## config.mk

```make
export PLATFORM = sky130hd
export DESIGN_NAME = scaler_chain
export DESIGN_NICKNAME = d
export VERILOG_FILES = /design/src/rtl/scaler_pkg.sv /design/src/rtl/scaler_chan_rd.sv /design/src/rtl/scaler_chain.sv
export SDC_FILE = /design/constraint.sdc
export NUM_CORES = 1
export LEC_CHECK = 0
export CAP_MARGIN = 30
export CORE_UTILIZATION = 40
export CTS_CLUSTER_SIZE = 40
export DETAILED_ROUTE_END_ITERATION = 7
export PLACE_DENSITY = 0.78
export RECOVER_POWER = 100
export SYNTH_ARGS = -nofsm -noshare
export SYNTH_HDL_FRONTEND = slang
export SYNTH_SLANG_ARGS = --single-unit
```

## constraint.sdc

```tcl
create_clock -name clk -period 7.5 [get_ports clk]
set_input_delay 1.5 -clock clk [delete_from_list [all_inputs] [get_ports clk]]
set_output_delay 1.5 -clock clk [all_outputs]
set_load 0.1 [all_outputs]
```

## src/rtl/scaler_pkg.sv

```systemverilog
// Shared constants and the field-extract helper for the scaler chain.
// Latency: none (package only).
// Backpressure: none (package only).
package scaler_pkg;

    localparam int STAGES_DEF  = 33;
    localparam int CH_W_DEF    = 14;
    localparam int CHA_LSB_DEF = 19;
    localparam int CHB_LSB_DEF = 5;

    // Widest counter the extract helper can handle.
    localparam int MAXW = 64;

    // Pull w bits starting at bit lsb out of an n-bit counter.
    // Bits that would lie above the top stage read as zero.
    function automatic logic [MAXW-1:0] field_extract(
        input logic [MAXW-1:0] v,
        input int              lsb,
        input int              w,
        input int              n
    );
        logic [MAXW-1:0] r;
        r = '0;
        for (int i = 0; i < MAXW; i++) begin
            if ((i < w) && (lsb + i < n)) begin
                r[i] = v[lsb + i];
            end
        end
        return r;
    endfunction

endpackage

```

## src/rtl/scaler_chan_rd.sv

```systemverilog
// One channel read port: field select, data register and one-cycle valid.
// Latency: 1 cycle from the rising edge of rd to vld/dat.
// Backpressure: none; a held rd produces a single read, data holds until the next.
module scaler_chan_rd
    import scaler_pkg::*;
#(
    parameter int N    = STAGES_DEF - 1,
    parameter int CH_W = CH_W_DEF,
    parameter int LSB  = CHA_LSB_DEF
) (
    input  logic            clk,
    input  logic            rst_n,
    input  logic [N-1:0]    cnt,
    input  logic            rd,
    input  logic            ovr,
    input  logic [CH_W-1:0] ovr_dat,
    output logic [CH_W-1:0] dat,
    output logic            vld
);

    // Stage numbers start at 2, so stage s lives in counter bit s-2.
    if (LSB < 2) begin : g_bad_lsb
        $error("scaler_chan_rd: field LSB stage must be 2 or higher");
    end
    if (N > MAXW) begin : g_bad_width
        $error("scaler_chan_rd: counter wider than field_extract supports");
    end

    logic            rd_q;
    logic            fire;
    logic [CH_W-1:0] fld;

    assign fld  = CH_W'(field_extract(MAXW'(cnt), LSB - 2, CH_W, N));
    assign fire = rd & ~rd_q;

    // Capture the field on the first cycle of a request; valid lasts one cycle.
    always_ff @(posedge clk or negedge rst_n) begin
        if (!rst_n) begin
            rd_q <= 1'b0;
            dat  <= '0;
            vld  <= 1'b0;
        end else begin
            rd_q <= rd;
            vld  <= fire;
            if (fire) begin
                dat <= ovr ? ovr_dat : fld;
            end
        end
    end

endmodule

```

## src/rtl/scaler_chain.sv

```systemverilog
// Binary scaler chain (stages 2..STAGES) with rise/fall pulses and two read channels.
// Latency: fs updates 1 cycle after adv/load; pulses and read data 1 cycle after the edge.
// Backpressure: none; optional coherent A/B snapshot when SCALER_SNAPSHOT_EN is defined.
module scaler_chain
    import scaler_pkg::*;
#(
    parameter int STAGES  = STAGES_DEF,
    parameter int CH_W    = CH_W_DEF,
    parameter int CHA_LSB = CHA_LSB_DEF,
    parameter int CHB_LSB = CHB_LSB_DEF
) (
    input  logic              clk,
    input  logic              rst_n,
    input  logic              adv,
    input  logic              load,
    input  logic [STAGES-2:0] load_val,
    input  logic              rd_a,
    input  logic              rd_b,
    output logic [STAGES-2:0] fs,
    output logic [STAGES-2:0] fa,
    output logic [STAGES-2:0] fb,
    output logic              wrap,
    output logic [CH_W-1:0]   ch_a,
    output logic [CH_W-1:0]   ch_b,
    output logic              ch_a_vld,
    output logic              ch_b_vld
);

    localparam int            N   = STAGES - 1;
    localparam logic [N-1:0]  ONE = N'(1);

    logic [N-1:0] cnt;
    logic [N-1:0] nxt;

    assign nxt = cnt + ONE;
    assign fs  = cnt;

    // Counter with load priority; edge pulses come only from increments.
    always_ff @(posedge clk or negedge rst_n) begin
        if (!rst_n) begin
            cnt  <= '0;
            fa   <= '0;
            fb   <= '0;
            wrap <= 1'b0;
        end else if (load) begin
            cnt  <= load_val;
            fa   <= '0;
            fb   <= '0;
            wrap <= 1'b0;
        end else if (adv) begin
            cnt  <= nxt;
            fa   <= nxt & ~cnt;
            fb   <= cnt & ~nxt;
            wrap <= &cnt;
        end else begin
            fa   <= '0;
            fb   <= '0;
            wrap <= 1'b0;
        end
    end

    logic            ovr_b;
    logic [CH_W-1:0] ovr_b_dat;

`ifdef SCALER_SNAPSHOT_EN
    logic            rda_q;
    logic            rdb_q;
    logic            shv;
    logic [CH_W-1:0] shadow;
    logic            fire_a;
    logic            fire_b;

    assign fire_a    = rd_a & ~rda_q;
    assign fire_b    = rd_b & ~rdb_q;
    // A simultaneous A+B read is already coherent, so it bypasses the shadow.
    assign ovr_b     = shv & ~fire_a;
    assign ovr_b_dat = shadow;

    // A read snapshots the B field; the next B read consumes that snapshot.
    always_ff @(posedge clk or negedge rst_n) begin
        if (!rst_n) begin
            rda_q  <= 1'b0;
            rdb_q  <= 1'b0;
            shv    <= 1'b0;
            shadow <= '0;
        end else begin
            rda_q <= rd_a;
            rdb_q <= rd_b;
            if (fire_a) begin
                shadow <= CH_W'(field_extract(MAXW'(cnt), CHB_LSB - 2, CH_W, N));
                shv    <= ~fire_b;
            end else if (fire_b) begin
                shv <= 1'b0;
            end
        end
    end
`else
    assign ovr_b     = 1'b0;
    assign ovr_b_dat = '0;
`endif

    scaler_chan_rd #(
        .N    (N),
        .CH_W (CH_W),
        .LSB  (CHA_LSB)
    ) u_rd_a (
        .clk     (clk),
        .rst_n   (rst_n),
        .cnt     (cnt),
        .rd      (rd_a),
        .ovr     (1'b0),
        .ovr_dat ({CH_W{1'b0}}),
        .dat     (ch_a),
        .vld     (ch_a_vld)
    );

    scaler_chan_rd #(
        .N    (N),
        .CH_W (CH_W),
        .LSB  (CHB_LSB)
    ) u_rd_b (
        .clk     (clk),
        .rst_n   (rst_n),
        .cnt     (cnt),
        .rd      (rd_b),
        .ovr     (ovr_b),
        .ovr_dat (ovr_b_dat),
        .dat     (ch_b),
        .vld     (ch_b_vld)
    );

endmodule

```

==> results.py <==
metrics = {
    "critical_path": {
        "r2r_start": "fs[0]",
        "crit_family": "buffers and inverters",
        "cp.required_ns": 7.79,
        "cp_slowest_stage_delay_ns": 1.64,
        "setup.worst_path.class": "in2reg",
        "critPathLaunch": "adv",
        "arrival_ns": 4.82,
        "critPathMaxFanout": 51,
        "endpoint_kind": "flip-flop",
        "crit_chain": "buf_2, clkbuf_1, nor2b_1, buf_12, nand2_1, nor4_1",
        "path_buf_inv": 3,
        "crit_slowest_cell": "clkbuf_1",
        "startpoint_type": "input pin",
    },
    "timing": {
        "slew_headroom_pct": -128,
        "period_needed_ns": 4.54,
        "worst_slew_pin_slew_ns": 3.42,
        "drv_slew": 118,
        "hold_slack_ns": 0.478,
        "hold_viol_final": 0,
        "finalClockSkew_ns": 0.0160,
        "fin_setup_tns_ns": 0,
        "fin_crit_sh_pct": 60.5,
        "fmax_mhz": 220,
        "setup_viol": 0,
        "rsz0062_at_grt": "no",
    },
    "yosys": {
        "avgSynthCellArea_um2": 10.7,
        "synth_area_um2": 5820,
        "yosysWarnings": 0,
        "synth_cell_type_count": 25,
        "ys_async_sr_fraction_pct": 100,
        "synth_nets": 643,
        "synth_edf_count": 0,
        "synthCells": 543,
        "ys.flop_type": "dfrtp_1",
        "ys_seq_area_share_pct": 55.4,
        "ys_seq_elements": 129,
    },
    "route": {
        "drc": 0,
        "viasPerCell": 4.89,
        "antenna_left": 0,
        "drt-total-wl_mm": 14.2,
        "first_iter_violations": 250,
        "wl_per_cell_um": 15.8,
        "drt-pass1-iter-count": 4,
        "num_vias": 4388,
    },
    "clocking": {
        "post_cts_buffers": 0,
        "tritoncts": "built",
        "numCtsBuffers": 17,
        "cts_resized": 0,
        "cts_root_buf": "clkbuf_16",
        "cts_buffer_depth": 2,
        "path_clk_slew_ns": 0.05,
        "ctsHtreeMaxLevel": 4,
        "clock_latency_ns": 0.41,
        "cts.sinks": 129,
        "cts_hold_buf": 0,
    },
    "global_route": {
        "grt_max_degree": 66,
        "overflow": 0,
        "antenna_found_initial": 0,
        "grt_usage_pct": 20.0,
        "grt_pass1_wl_mm": 22.6,
        "grt_pass1_vias": 4445,
    },
    "placement": {
        "place_hpwl_mm": 10.2,
        "io_buffers": 164,
        "gp_congestion": 0.856,
        "placed_area_um2": 7680,
    },
    "power_and_ir_drop": {
        "ir_drop_mv": 0.152,
        "leakage_nw": 4.20,
        "power_density_nw_per_um2": 261,
    },
    "layout": {
        "syn_to_final_growth_pct": 41.8,
        "design_area_um2": 8260,
        "regArea_um2": 3230,
        "drive_gt1_share_pct": 7.95,
        "multiInputGateArea_um2": 2350,
        "fin_nets": 804,
        "antenna_cells": 0,
        "fillerInstances": 1146,
    },
    "outcome": {
        "violations": "capacitance limit, slew limit",
        "status": "finished, violations left",
    },
    "floorplanning": {
        "rows": 43,
        "core-area_um2": 14000,
        "die_w_um": 123,
        "dieArea_um2": 15000,
        "start_util_pct": 41.5,
        "die_y_um": 123,
        "pin_count": 165,
    },
    "hold_path": {
        "worstHoldStart": "u_rd_b.dat[2]",
        "hold_class": "reg2reg",
    },
    "run": {
        "maxCapViolCount": 2,
    },
}
==> cells in the final DEF, fill, tap and decap left out, types with 2 or more instances in the layout <==
master / n
clkbuf_16: 17
nor2b_1: 2
clkinvlp_4: 4
nand2b_1: 2
nand4_2: 3
clkbuf_1: 3
clkinv_4: 2
clkinv_2: 3
or4_1: 4
and2_0: 36
nor4_1: 7
nand2_1: 86
dfrtp_1: 129
bufinv_16: 3
and4_1: 2
o21ai_0: 78
nor3_1: 10
ha_1: 62
inv_1: 35
and3_1: 2
buf_2: 2
clkdlybuf4s50_1: 32
nor2_1: 7
dlygate4sd3_1: 129
and2_1: 28
nand3_1: 3
nor4_2: 2
buf_4: 2
buf_16: 2
mux2_2: 13
==> cells in the mapped netlist, drive strengths merged, types with 2 or more instances <==
master / n / area, um^2
and3: 2 / 12.5
nor2: 7 / 26.3
and2: 64 / 400
o21ai: 78 / 390
nand2: 86 / 323
mux2: 13 / 146
nor2b: 2 / 12.5
inv: 35 / 131
or4: 4 / 30.0
nor3: 10 / 50.1
nor4: 9 / 75.1
dfrtp: 129 / 3230
nand3: 3 / 15.0
and4: 2 / 17.5
nand2b: 2 / 12.5
nand4: 4 / 43.8
buf: 3 / 13.8
ha: 62 / 776
clkbuf: 25 / 93.8
==> report_power, final <==
part | switching (W) | internal [W]
combinational | 0.000429 | 0.000109
sequential | 0.0000417 | 0.000740
clock | 0.000304 | 0.000531
==> tightest hold or removal path: cells and delay by family, from the launching register on <==
family / cells / cell delay, ns
flip-flops: 1 / 0.34
AO/OA/AOI/OAI: 1 / 0.06
AND/OR/NAND/NOR: 1 / 0.05
==> state kept, by name, summed over array words and instances, names as in the netlist <==
register	count
u_rd_a.dat	14
u_rd_b.dat	14
fa	32
fs	32
u_rd_b.rd_q	1
u_rd_b.vld	1
fb	32
u_rd_a.vld	1
wrap	1
u_rd_a.rd_q	1
==> worst paths after layout <==
check	endpoint	slack, ns	depth (start not counted)
setup / recovery	wrap	2.96	6
hold / removal	u_rd_b.dat[2]	0.48	2
setup reg to reg	fs[30]	4.51	7
hold reg to reg	u_rd_b.dat[2]	0.48	2
max in group asynchronous	fb[1]	3.07	2
min in group asynchronous	u_rd_a.vld	2.22	1
==> cell families (layout without fill, tap and decap cells) <==
group | Yosys count | after routing | share of synthesized area (%)
AND/OR/NAND/NOR | 197 | 197 | 17.8
buffers and inverters | 63 | 237 | 4.10
multiplexers | 13 | 13 | 2.51
adder cells (fa/ha/maj) | 62 | 62 | 13.3
XOR/XNOR | 1 | 1 | 0.150
flip-flops | 129 | 129 | 55.4
AO/OA/AOI/OAI | 78 | 78 | 6.71
==> through the flow <==
| step | utilization [%] | std cells | power, W | setup slack, ns |
|---|---|---|---|---|
| finish | 58.8 | 897 | 0.00215 | 2.96 |
| global route | 58.8 | 897 | 0.00223 | 2.36 |
| CTS | 59.0 | 897 | 0.00219 | 3.89 |
| detailed placement | 54.7 | 865 | 0.00135 | 4.34 |
| global placement | 54.1 | 862 | 0.00134 | 4.07 |
| floorplan | - | 543 | 0.00119 | 4.31 |
==> metal layers <==
metal	global-route usage (%)	part of all wire (%)	up-vias
li1	-	-	2094
met1	25.1	42	2111
met2	34.1	51	156
met3	4.23	4.6	27
met4	7.32	1.8	0
met5	0	0	-
==> layout make-up <==
cell class                 count  area share, %
timing repair buffer         170           20.8
tap                          180           2.73
inverter                      35           1.59
multi-input combinational    351           28.4
clock buffer                  19           5.36
clock inverter                13           1.95
sequential                   129           39.1
No activity file was read; power rests on OpenSTA's default activity.
